--- config.mk ---
export PLATFORM = sky130hd
export DESIGN_NAME = date_counter
export DESIGN_NICKNAME = d
export VERILOG_FILES = /design/src/rtl/date_pkg.sv /design/src/rtl/month_len.sv /design/src/rtl/date_counter.sv
export SDC_FILE = /design/constraint.sdc
export NUM_CORES = 1
export LEC_CHECK = 0
export CORE_ASPECT_RATIO = 1.5
export CORE_UTILIZATION = 50
export CTS_CLUSTER_SIZE = 20
export DETAILED_ROUTE_END_ITERATION = 10
export HOLD_SLACK_MARGIN = 0.05
export PLACE_DENSITY = 0.85
export SYNTH_ARGS = -nofsm -noshare
export SYNTH_HDL_FRONTEND = slang
export SYNTH_SLANG_ARGS = --single-unit
--- constraint.sdc ---
create_clock -name clk -period 4.85 [get_ports clk]
set_clock_uncertainty 0.05 [all_clocks]
set_input_delay 0.485 -clock clk [delete_from_list [all_inputs] [get_ports clk]]
set_output_delay 0.485 -clock clk [all_outputs]
set_load 0.005 [all_outputs]
--- src/rtl/date_pkg.sv ---
// Shared widths, limits and reset date for the calendar date counter.
package date_pkg;

    localparam int YEAR_W  = 7;
    localparam int MONTH_W = 4;
    localparam int DAY_W   = 5;

    localparam logic [YEAR_W-1:0]  YEAR_MAX  = 7'd99;
    localparam logic [MONTH_W-1:0] MONTH_MAX = 4'd12;

    // Reset date is 2000-01-01; year is an offset from 2000.
    localparam logic [YEAR_W-1:0]  RST_YEAR  = 7'd0;
    localparam logic [MONTH_W-1:0] RST_MONTH = 4'd1;
    localparam logic [DAY_W-1:0]   RST_DAY   = 5'd1;

    // Divisible-by-four is exact across 2000..2099 (2000 itself is a leap year).
    function automatic logic is_leap(input logic [YEAR_W-1:0] y);
        return (y[1:0] == 2'b00);
    endfunction

endpackage

--- src/rtl/month_len.sv ---
// Combinational month length lookup: number of days in a month given leap status.
module month_len
    import date_pkg::*;
(
    input  logic [MONTH_W-1:0] month,
    input  logic               leap,
    output logic [DAY_W-1:0]   length
);

    // Thirty days hath September, April, June and November; February depends on leap.
    always_comb begin
        length = 5'd31;
        case (month)
            4'd2:                    length = leap ? 5'd29 : 5'd28;
            4'd4, 4'd6, 4'd9, 4'd11: length = 5'd30;
            default:                 length = 5'd31;
        endcase
    end

endmodule

--- src/rtl/date_counter.sv ---
// Calendar date register (years 2000..2099). Advances one day on each midnight
// pulse in run mode; in set mode the selected field is stepped up or down with
// wrap, and a year/month change clamps the day to the new month length.
module date_counter
    import date_pkg::*;
(
    input  logic               clk,
    input  logic               rst_n,
    input  logic               set_date_en,
    input  logic               set_year_en,
    input  logic               set_month_en,
    input  logic               set_day_en,
    input  logic               set_inc,
    input  logic               set_dec,
    input  logic               day_carry,
    output logic [YEAR_W-1:0]  year,
    output logic [MONTH_W-1:0] month,
    output logic [DAY_W-1:0]   day,
    output logic               leap_year,
    output logic               month_last_day
);

    logic [DAY_W-1:0]   cur_len;
    logic [DAY_W-1:0]   nxt_len;
    logic [YEAR_W-1:0]  year_nxt;
    logic [MONTH_W-1:0] month_nxt;
    logic [DAY_W-1:0]   day_pre;
    logic [DAY_W-1:0]   day_nxt;
    logic               leap_nxt;

    assign leap_year      = is_leap(year);
    assign leap_nxt       = is_leap(year_nxt);
    assign month_last_day = (day == cur_len);

    // Length of the month currently held in the registers.
    month_len u_len_cur (
        .month  (month),
        .leap   (leap_year),
        .length (cur_len)
    );

    // Length of the month the date is about to become; used for day clamping.
    month_len u_len_nxt (
        .month  (month_nxt),
        .leap   (leap_nxt),
        .length (nxt_len)
    );

    // Next-date computation: run-mode rollover or set-mode field step.
    always_comb begin
        year_nxt  = year;
        month_nxt = month;
        day_pre   = day;
        if (!set_date_en) begin
            if (day_carry) begin
                if (day == cur_len) begin
                    day_pre = DAY_W'(1);
                    if (month == MONTH_MAX) begin
                        month_nxt = MONTH_W'(1);
                        year_nxt  = (year == YEAR_MAX) ? '0 : year + YEAR_W'(1);
                    end else begin
                        month_nxt = month + MONTH_W'(1);
                    end
                end else begin
                    day_pre = day + DAY_W'(1);
                end
            end
        end else if (set_inc != set_dec) begin
            // Exactly one direction requested; year beats month beats day.
            if (set_year_en) begin
                if (set_inc) year_nxt = (year == YEAR_MAX) ? '0 : year + YEAR_W'(1);
                else         year_nxt = (year == '0) ? YEAR_MAX : year - YEAR_W'(1);
            end else if (set_month_en) begin
                if (set_inc) month_nxt = (month == MONTH_MAX) ? MONTH_W'(1) : month + MONTH_W'(1);
                else         month_nxt = (month == MONTH_W'(1)) ? MONTH_MAX : month - MONTH_W'(1);
            end else if (set_day_en) begin
                if (set_inc) day_pre = (day == cur_len) ? DAY_W'(1) : day + DAY_W'(1);
                else         day_pre = (day == DAY_W'(1)) ? cur_len : day - DAY_W'(1);
            end
        end
        // Clamping is applied unconditionally: only a year/month change can
        // leave day_pre beyond the new month length, so other paths pass through.
        day_nxt = (day_pre > nxt_len) ? nxt_len : day_pre;
    end

    // Date registers with asynchronous reset to 2000-01-01.
    always_ff @(posedge clk or negedge rst_n) begin
        if (!rst_n) begin
            year  <= RST_YEAR;
            month <= RST_MONTH;
            day   <= RST_DAY;
        end else begin
            year  <= year_nxt;
            month <= month_nxt;
            day   <= day_nxt;
        end
    end

endmodule

Word level (Yosys, flattened, before mapping)
Index checks and enable logic that the tools add are counted.
Word-level totals
  output and inout port bits: 18
  memory bits (writable): 0
  bits in read-only memories: 0
  register bits after elaboration: 16
  word-level logic and storage cells: 70
  input port bits: 9
  bits in latches: 0
  memories: 0
Operators by class
  shift-type cells: 0
  reduce and logical (&&, ||, !) cells: 9
  mux-type cells: 32
  $lt $le $gt $ge: 1
  add/subtract/negate cells: 6
  equal/unequal tests: 18
  div/mod/pow operators: 0
  $mul: 0
  bitwise operators: 0
Operators with widths (number)
  two-way mux 7 bit: 9
  two-way mux 5 bit: 10
  two-way mux 4 bit: 9
  == test 4 bit (second input constant): 5
  one-hot mux 5 bit (2 select lines): 2
  == test 4 x 3 -> 1 bit (second input constant): 4
  == test 4 x 2 -> 1 bit (second input constant): 2
  OR reduction 4 bit: 2
  adder 7 x 1 -> 7 bit (second input constant): 1
  == test 7 bit (second input constant): 1
  zero test 7 bit: 1
  subtractor 7 x 1 -> 7 bit (second input constant): 1
  nonzero test 2 bit: 3
  adder 5 x 1 -> 5 bit (second input constant): 1
  == test 5 x 1 -> 1 bit (second input constant): 1
  == test 5 bit: 1
  greater-than comparator 5 bit: 1
  AND reduction 5 bit: 1
  subtractor 5 x 1 -> 5 bit (second input constant): 1
  adder 4 x 1 -> 4 bit (second input constant): 1
  == test 4 x 1 -> 1 bit (second input constant): 1
  zero test 2 bit: 2
  inequality test 2 x 1 -> 1 bit (second input constant): 2
  subtractor 4 x 1 -> 4 bit (second input constant): 1
  2 further kinds: 3

Depth between registers and ports, before layout
Gate-level depths: netlist (run 1).
  depth in word-level cells: 13
  mapped depth: 20

Hierarchy
A second synthesis (run 1) with hierarchy kept.
Unflattened totals
  cells, all modules: 284
  area, all modules: 2145.8 µm²
By module, submodules not included
  date_counter: times used 1, sequential area each 402.9 µm², cells an instance 266, area an instance 2020.7 µm²
  month_len: times used 2, sequential area each 0.0 µm², cells an instance 9, area an instance 62.6 µm²

Worst setup path before layout (run 1)
No wires, ideal clock.
  kind: register -> register
  start point: register month[0]
  end point: register day[0]
  path buffers: 0
  library setup time: 0.082 ns
  cell stages (with the launch flop): 18
  period minus slack after synthesis: 3.743 ns
  arrival: 3.611 ns
  slack: 1.107 ns
  path through: dfstp_2 -> inv_1 -> ha_1 -> o21ai_0 -> o22ai_2 -> a311oi_4 -> or3_4 -> inv_4 -> a311oi_2 -> inv_2 -> a21o_1 -> a21oi_2 -> o21a_1 -> ha_1 -> a21oi_1 -> nand4_2 -> mux2_4 -> o31a_1
Between the ends
  elaborated cells between the ends (all ways): 45
  classes of those cells: add/sub: 2; order compare: 1; eq/ne: 13; mux: 26; reduce/logical: 3
RTL lines
  start, declared: line date_counter.sv:17  | output logic [MONTH_W-1:0] month,
  start signal, assigned: line date_counter.sv:94  | month <= month_nxt;
  == test 4 x 3 -> 1 bit / == test 4 bit (equally long branches): line month_len.sv:13  | case (month)
  OR reduction 4 bit: line month_len.sv:13
  one-hot mux 5 bit (2 select lines) (*): line month_len.sv:13
  == test 5 bit (*)
  via month_last_day: line date_counter.sv:20  | output logic month_last_day
  two-way mux 4 bit (*): line date_counter.sv:56  | if (day == cur_len) begin
  two-way mux 4 bit (*): line date_counter.sv:55  | if (day_carry) begin
  two-way mux 4 bit (*): line date_counter.sv:54  | if (!set_date_en) begin
  via month_nxt[2]: line date_counter.sv:26  | logic [MONTH_W-1:0] month_nxt;
  == test 4 x 3 -> 1 bit / == test 4 bit (equally long branches): line month_len.sv:13
  OR reduction 4 bit: line month_len.sv:13
  one-hot mux 5 bit (2 select lines) (*): line month_len.sv:13
  greater-than comparator 5 bit: line date_counter.sv:83  | day_nxt = (day_pre > nxt_len) ? nxt_len : day_pre;
  two-way mux 5 bit (*): line date_counter.sv:83
  via day_nxt[0]: line date_counter.sv:28  | logic [DAY_W-1:0] day_nxt;
  end signal, assigned: line date_counter.sv:95  | day <= day_nxt;
  end, declared: line date_counter.sv:18  | output logic [DAY_W-1:0] day,
Mark *: on every way through the listed nets, which the timed path passes. The rest lies on a longest branch. The select of a mux whose other input is x is not followed.
A chain may end at the register's enable or synchronous reset.

Final worst setup path (run 1)
  start point: register month[0]
  end point: register day[0]
Between the ends
  elaborated cells between the ends (all ways): 45
  classes of those cells: add/sub: 2; order compare: 1; eq/ne: 13; mux: 26; reduce/logical: 3
RTL lines
  == test 4 x 3 -> 1 bit / == test 4 bit (equally long branches): line month_len.sv:13
  OR reduction 4 bit: line month_len.sv:13
  one-hot mux 5 bit (2 select lines): line month_len.sv:13
  == test 5 bit: line date_counter.sv:56
  two-way mux 7 bit (*): line date_counter.sv:56
  two-way mux 7 bit (*): line date_counter.sv:55
  two-way mux 7 bit (*): line date_counter.sv:54
  via year_nxt[1]: line date_counter.sv:25  | logic [YEAR_W-1:0] year_nxt;
  zero test 2 bit (*): line date_pkg.sv:18  | return (y[1:0] == 2'b00);
  two-way mux 1 bit (*): line month_len.sv:14  | 4'd2: length = leap ? 5'd29 : 5'd28;
  one-hot mux 5 bit (2 select lines) (*): line month_len.sv:13
  greater-than comparator 5 bit: line date_counter.sv:83
  two-way mux 5 bit (*): line date_counter.sv:83
  via day_nxt[0]: line date_counter.sv:28
Marked as above.

==> tab_implementation.tex, run 1 <==
\begin{tabular}{lr}
\hline
Metric & Value \\
\hline
\multicolumn{2}{l}{\textbf{Clock network}} \\
CTS buffer count & 3 \\
H-tree depth & 1 \\
Clock tree root buffer cell & sky130\_fd\_sc\_hd\_\_clkbuf\_8 \\
Clock tree sinks & 16 \\
Number of gates given a new drive strength after cts & 0 \\
Clock transition at the registers of the reported paths & $\sim$0.070 ns \\
Clock latency of the later-clocked register in the worst-skew pair & 0.25 ns \\
Setup Fix Bufs, Post-CTS & 0 \\
Total of hold buffers inserted after clock tree synthesis & 0 \\
Bufs on Longest Clock Path & 2 \\
Clock tree from TritonCTS & done \\
\multicolumn{2}{l}{\textbf{Setup path}} \\
Kind of end point of the critical path & flip-flop \\
Worst path cell trace & inv\_1 > ha\_1 > or3b\_1 > mux2i\_1 > o21a\_2 > nor4\_2 > o21ai\_0 > o211ai\_1 > a21oi\_2 > o21a\_1 > ha\_1 > a21oi\_1 > nand4\_2 > mux2\_4 > o31a\_1 \\
Crit Path Max Fanout & 9 \\
Class of the most critical setup path & reg -> reg \\
Buf+Inv Stages, Crit Path & 1 \\
Data arrival time of the critical path & around 4.4 ns \\
Top cell family by delay on the critical path & compound AO/OA/AOI/OAI gates \\
Nature of the critical path startpoint & flip-flop \\
Slowest library cell on the worst path & sky130\_fd\_sc\_hd\_\_dfstp\_2 \\
Most numerous cell on the critical path & sky130\_fd\_sc\_hd\_\_ha\_1 \\
FF-to-FF path depth & 15 \\
Number of logic stages on the critical path including buffering & 15 \\
Required time reported for the critical path endpoint & between 4 and 5 ns \\
Peak per-stage delay on the critical path & 0.61 ns \\
\multicolumn{2}{l}{\textbf{Synthesis}} \\
Portion of the post-synthesis area used by sequential elements & 0.199 \\
Count of different cell masters after synthesis & 77 \\
Cells after Synth & between 200 and 300 \\
Count of flip-flops with a built-in enable after synthesis & 0 \\
Average size of a mapped cell & about 7.9 sq um \\
Flops \& latches, synth & 16 \\
Post-synthesis cell area & roughly 2000 sq um \\
Async S/R FF share, synth & 1.00 \\
Number of nets produced by synthesis & approximately 280 \\
Warnings, synthesis & 0 \\
Most used flip-flop cell after synthesis & sky130\_fd\_sc\_hd\_\_dfrtp\_1 \\
\multicolumn{2}{l}{\textbf{Pwr}} \\
Pwr dens & between 500 and 600 nW/um\^{}2 \\
Leak pwr & approximately 0.9 nW \\
VDD IR-drop max & 0.320 mV \\
\multicolumn{2}{l}{\textbf{Global routing}} \\
GRT Total Usage & 0.314 \\
Antenna violations before repair & 0 \\
Wire length of the first global-routing pass & 10100 um \\
Via count of the first global-routing pass & around 2100 \\
Residual overflow from global routing & 0 \\
Maximum number of pins on one net before global-route repair & 23 \\
\multicolumn{2}{l}{\textbf{Timing}} \\
Hold Worst Slack & roughly 0.58 ns \\
Setup repair after global routing missed its margin & no \\
Max Clock Freq & 233 MHz \\
Final count of hold timing violations & 0 \\
Normalized max-slew margin & 0.513 \\
\# setup viols final & 0 \\
Final Critical Period & 4.28 ns \\
Setup total negative slack & 0 ns \\
Period utilisation layout & 0.883 \\
Worst Tran Pin Value & 0.729 ns \\
Slew Viols, Final & 0 \\
Post-route setup slack & 0.567 ns \\
\multicolumn{2}{l}{\textbf{Place}} \\
Buffers added on ports & 26 \\
Detailed placer's ending HPWL & between 4000 and 5000 um \\
Setup WS pre-CTS & between 0.6 and 0.7 ns \\
RD Place Congestion & $\sim$0.96 \\
\multicolumn{2}{l}{\textbf{Drt}} \\
Vias post-DR & between 2000 and 2500 \\
Final WL & 5980 um \\
Routed WL per cell & between 15 and 20 um \\
Vias per std cell & 7.11 \\
Post-detailed-route count of antenna-violating nets & 0 \\
Drt pass-1 iters & 5 \\
Residual DRC count & 0 \\
First-iteration detailed-routing DRC count & between 100 and 150 \\
\multicolumn{2}{l}{\textbf{Die}} \\
Starting density of the core & 0.534 \\
Die outline width & between 50 and 60 um \\
Die area & between 4000 and 5000 sq um \\
Core footprint & between 3000 and 4000 sq um \\
Top-level port count & 27 \\
Die extent in y & 79.9 um \\
Placement row count & 27 \\
\multicolumn{2}{l}{\textbf{Cells and area}} \\
Number of antenna diodes & 0 \\
Post-synthesis to final-layout area growth & 15.7\% \\
Ratio of cells with drive above 1 in the final layout & 0.117 \\
Final-stage net count & between 200 and 300 \\
Most frequent cells in the layout & sky130\_fd\_sc\_hd\_\_clkdlybuf4s50\_1 (26), sky130\_fd\_sc\_hd\_\_nand2\_1 (21), sky130\_fd\_sc\_hd\_\_nor2\_1 (19) \\
Most common library cell in the layout ignoring fill and taps & sky130\_fd\_sc\_hd\_\_clkdlybuf4s50\_1 \\
\multicolumn{2}{l}{\textbf{Run}} \\
Max\_cap viols & 0 \\
\multicolumn{2}{l}{\textbf{Worst hold path}} \\
Class of the tightest hold or removal check & reg -> reg \\
Instance count along the most critical hold path & 1 \\
\multicolumn{2}{l}{\textbf{Outcome}} \\
Run status & completed \\
\hline
\end{tabular}
[registers in the layout (all words and copies together), names as in the netlist]
| register | cells |
|---|---|
| day | 5 |
| month | 4 |
| year | 7 |
[power breakdown]
part / switching (mW) / internal (mW)
clock network: 0.0453 / 0.0720
logic: 0.405 / 0.363
registers: 0.169 / 0.198
total: 0.619 / 0.633
[worst paths after layout]
check	slack, ns	end	start
worst max-delay path	0.57	day[0]	month[0]
worst min-delay path	0.58	year[3]	year[3]
min in group asynchronous	0.61	year[4]	rst_n
max in group asynchronous	3.67	day[3]	rst_n
worst max register to register	0.57	day[0]	month[0]
worst min register to register	0.58	year[3]	year[3]
[cell type report]
| class | instances | area [sq um] |
|---|---|---|
| inverter | 18 | 70.1 |
| sequential | 16 | 403 |
| timing repair buffer | 29 | 283 |
| tap | 43 | 53.8 |
| fill | 336 | 1450 |
| clock buffer | 4 | 55.1 |
| multi-input combinational | 207 | 1470 |
[metrics by stage]
stage	total power, mW	util	instance area, sq um	instances
3_5_place_dp	1.11	0.604	2280	313
4_1_cts	1.24	0.618	2340	317
5_1_grt	1.35	0.618	2340	317
2_1_floorplan	0.843	-	2020	257
6_report	1.25	0.618	2340	317
3_3_place_gp	1.09	0.604	2280	313
[synth_stat cells (2+ instances only)]
master,count,area [sq um]
sky130_fd_sc_hd__dfrtp_1,14,350
sky130_fd_sc_hd__a221oi_1,3,26.3
sky130_fd_sc_hd__nor2b_1,6,37.5
sky130_fd_sc_hd__a32oi_1,3,26.3
sky130_fd_sc_hd__o211ai_1,3,22.5
sky130_fd_sc_hd__nor3_1,8,40.0
sky130_fd_sc_hd__ha_1,12,150
sky130_fd_sc_hd__o31ai_1,2,15.0
sky130_fd_sc_hd__o41a_1,2,22.5
sky130_fd_sc_hd__a21o_1,3,22.5
sky130_fd_sc_hd__o22ai_2,2,25.0
sky130_fd_sc_hd__nor2_1,19,71.3
sky130_fd_sc_hd__nand2_1,21,78.8
sky130_fd_sc_hd__a31oi_1,5,31.3
sky130_fd_sc_hd__a311o_1,2,20.0
sky130_fd_sc_hd__clkbuf_1,10,37.5
sky130_fd_sc_hd__nand4_1,5,31.3
sky130_fd_sc_hd__inv_1,15,56.3
sky130_fd_sc_hd__nand3_1,10,50.1
sky130_fd_sc_hd__a211oi_1,3,22.5
sky130_fd_sc_hd__or3_1,4,25.0
sky130_fd_sc_hd__nor4_1,3,18.8
sky130_fd_sc_hd__mux2i_1,2,20.0
sky130_fd_sc_hd__o311ai_0,2,17.5
sky130_fd_sc_hd__nand2b_1,2,12.5
sky130_fd_sc_hd__o21ai_0,16,80.1
sky130_fd_sc_hd__a21oi_1,12,60.1
sky130_fd_sc_hd__buf_2,5,25.0
sky130_fd_sc_hd__o22ai_1,3,18.8
sky130_fd_sc_hd__a41oi_1,3,26.3
sky130_fd_sc_hd__dfstp_2,2,52.6
sky130_fd_sc_hd__or4b_1,2,20.0
sky130_fd_sc_hd__and3_1,7,43.8
sky130_fd_sc_hd__and4_1,2,17.5
sky130_fd_sc_hd__o21ai_1,2,10.0
[cells by family (layout without fill, tap and decap cells)]
kind of cell             after synthesis  count (layout)  synth area share
flip-flops                            16              16             0.199
buffers and inverters                 34              51            0.0712
AO/OA/AOI/OAI                         86              86             0.327
XOR/XNOR                               2               2            0.0124
multiplexers                           3               3            0.0173
adder cells (fa/ha/maj)               12              12            0.0743
AND/OR/NAND/NOR                      104             104             0.298
[worst reg2reg max path: cells and delay by family (launching register included)]
| family | cells | cell delay (ns) |
|---|---|---|
| compound gates | 7 | 1.29 |
| fa+ha+maj | 2 | 0.49 |
| buf+inv | 1 | 0.13 |
| flops | 1 | 0.61 |
| mux | 2 | 0.49 |
| simple gates | 3 | 1.15 |
[per-layer routing]
metal  routed length (um)  vias up  global-route usage
met5                    0        -                   0
met4                  284        0               0.203
met3                  422       30              0.0743
met2                 3070      124               0.499
met1                 2200     1073               0.362
li1                     -     1026                   -
No activity file was read; power rests on OpenSTA's default activity.
==> run 2, diff against run 1 <==
REMOVE_ABC_BUFFERS = 1   (was default)
==> tab_implementation.tex, run 2 (synthesis gave the netlist of run 1 again) <==
\begin{tabular}{lr}
\hline
Metric & Value \\
\hline
\multicolumn{2}{l}{\textbf{Global routing}} \\
Wire length of the first global-routing pass & between 9000 and 10000 um \\
Maximum number of pins on one net before global-route repair & 23 \\
Via count of the first global-routing pass & slightly above 2000 \\
Residual overflow from global routing & 0 \\
GRT Total Usage & 0.291 \\
Antenna violations before repair & 0 \\
\multicolumn{2}{l}{\textbf{Drt}} \\
Vias post-DR & between 2000 and 2500 \\
Post-detailed-route count of antenna-violating nets & 0 \\
Residual DRC count & 0 \\
Routed WL per cell & between 15 and 20 um \\
Final WL & between 5000 and 6000 um \\
First-iteration detailed-routing DRC count & 91 \\
Vias per std cell & about 7 \\
Drt pass-1 iters & 4 \\
\multicolumn{2}{l}{\textbf{Worst hold path}} \\
Class of the tightest hold or removal check & reg -> reg \\
End point of the most critical hold path & year[3] \\
Instance count along the most critical hold path & 1 \\
Hold Crit Start & year[3] \\
\multicolumn{2}{l}{\textbf{Cells and area}} \\
Largest registers & year x7, day x5, month x4 \\
Ratio of cells with drive above 1 in the final layout & 0.114 \\
Most common library cell in the layout ignoring fill and taps & sky130\_fd\_sc\_hd\_\_clkdlybuf4s50\_1 \\
Number of antenna diodes & 0 \\
Largest Register & year \\
Filler cell count in the final layout & 338 \\
Final-stage net count & about 300 \\
Most frequent cells in the layout & sky130\_fd\_sc\_hd\_\_clkdlybuf4s50\_1 (26), sky130\_fd\_sc\_hd\_\_nand2\_1 (21), sky130\_fd\_sc\_hd\_\_nor2\_1 (19) \\
Number of flip-flops in the largest register & 7 \\
Post-synthesis to final-layout area growth & 15.4\% \\
\multicolumn{2}{l}{\textbf{Timing}} \\
Max Clock Freq & between 200 and 250 MHz \\
\# setup viols final & 0 \\
Final Critical Period & 4.18 ns \\
Slew Viols, Final & 0 \\
Setup repair after global routing missed its margin & no \\
Normalized max-slew margin & 0.525 \\
Setup total negative slack & 0 ns \\
Post-route setup slack & 0.667 ns \\
Worst Tran Pin Value & approximately 0.7 ns \\
Period utilisation layout & 0.863 \\
Final count of hold timing violations & 0 \\
\multicolumn{2}{l}{\textbf{Die}} \\
Starting density of the core & 0.534 \\
Die area & approximately 4300 sq um \\
Core footprint & around 3800 sq um \\
Placement row count & 27 \\
Die outline width & about 54 um \\
Die extent in y & around 80 um \\
Top-level port count & 27 \\
\multicolumn{2}{l}{\textbf{Clock network}} \\
Clock tree sinks & 16 \\
CTS buffer count & 3 \\
Clock tree root buffer cell & sky130\_fd\_sc\_hd\_\_clkbuf\_8 \\
Number of gates given a new drive strength after cts & 0 \\
Total of hold buffers inserted after clock tree synthesis & 0 \\
H-tree depth & 1 \\
Clock latency of the later-clocked register in the worst-skew pair & between 0.2 and 0.3 ns \\
Clock transition at the registers of the reported paths & around 0.07 ns \\
Bufs on Longest Clock Path & 2 \\
Setup Fix Bufs, Post-CTS & 0 \\
Clock tree from TritonCTS & done \\
\multicolumn{2}{l}{\textbf{Pwr}} \\
Leak pwr & just over 0.9 nW \\
Combinational Power Share & 0.612 \\
Internal power consumption & about 0.63 mW \\
VDD IR-drop max & 0.407 mV \\
Reg power frac & 0.294 \\
Clock power share & 0.094 \\
Net switching fraction of the power & 0.494 \\
Psw & 0.618 mW \\
Pwr dens & between 500 and 600 nW/um\^{}2 \\
\multicolumn{2}{l}{\textbf{Setup path}} \\
Nature of the critical path startpoint & flip-flop \\
R2r startpoint & month[0] \\
Crit Path Max Fanout & 9 \\
Internal reg-to-reg setup slack & 0.67 ns \\
Kind of end point of the critical path & flip-flop \\
Data arrival time of the critical path & about 4.3 ns \\
FF-to-FF path depth & 15 \\
Class of the most critical setup path & reg -> reg \\
Reg-to-reg endpoint & day[0] \\
Required time reported for the critical path endpoint & between 4 and 5 ns \\
\multicolumn{2}{l}{\textbf{Outcome}} \\
Run status & completed \\
\multicolumn{2}{l}{\textbf{Place}} \\
Setup WS pre-CTS & between 0.6 and 0.7 ns \\
Detailed placer's ending HPWL & around 4300 um \\
Buffers added on ports & 26 \\
RD Place Congestion & around 1 \\
\multicolumn{2}{l}{\textbf{Run}} \\
Max\_cap viols & 0 \\
\hline
\end{tabular}
-- run 2: layout make-up --
type | instances | area, sq um | share of cell area
Multi-Input combinational cell | 207 | 1470 | 0.632
Inverter | 18 | 70.1 | 0.0301
Clock buffer | 4 | 55.1 | 0.0236
Tap cell | 43 | 53.8 | 0.0231
Timing Repair Buffer | 28 | 275 | 0.118
Sequential cell | 16 | 403 | 0.173
-- run 2: metrics by stage --
step	std cells	hold WS [ns]	area (sq um)	utilization	power, mW
3_5_place_dp	312	0.554	2280	0.602	1.11
6_report	316	0.568	2330	0.616	1.25
4_1_cts	316	0.566	2330	0.616	1.24
2_1_floorplan	241	0.139	1950	-	0.812
5_1_grt	316	0.597	2330	0.616	1.35
3_3_place_gp	312	0.540	2280	0.602	1.09
-- run 2: critical path, cell delays in order, from the launching register on --
cell and delay, ns:
sky130_fd_sc_hd__dfstp_2 0.61, sky130_fd_sc_hd__inv_1 0.12, sky130_fd_sc_hd__ha_1 0.22, sky130_fd_sc_hd__or3b_1 0.36
sky130_fd_sc_hd__mux2i_1 0.15, sky130_fd_sc_hd__o21a_2 0.30, sky130_fd_sc_hd__nor4_2 0.57, sky130_fd_sc_hd__o32a_1 0.26
sky130_fd_sc_hd__o211ai_1 0.13, sky130_fd_sc_hd__a21oi_2 0.20, sky130_fd_sc_hd__o21a_1 0.12, sky130_fd_sc_hd__ha_1 0.21
sky130_fd_sc_hd__a21oi_1 0.18, sky130_fd_sc_hd__nand4_2 0.17, sky130_fd_sc_hd__mux2_4 0.33, sky130_fd_sc_hd__o31a_1 0.11
-- run 2: metal layers --
metal  routed length [um]  global-route usage
met1                 2220               0.326
met5                    0                   0
met4                  246               0.176
met3                  353              0.0343
met2                 2930               0.499
-- run 2: power by group through the flow --
stage          sequential [mW]  clock (mW)  combinational, mW
6_report                 0.368       0.118              0.766
5_1_grt                  0.383       0.125              0.838
4_1_cts                  0.361       0.117              0.758
3_5_place_dp             0.363           0              0.751
3_3_place_gp             0.357           0              0.736
2_1_floorplan            0.325           0              0.488
-- run 2: worst max path at each step --
stage	start	to	slack [ns]	cells past startpoint
finish	month[0]	day[0]	0.67	15
global route	month[0]	day[0]	0.39	16
CTS	month[0]	day[0]	0.72	15
detailed placement	set_dec	day[0]	0.68	13
global placement	set_date_en	day[0]	0.72	14
floorplan	month[0]	day[0]	1.09	15
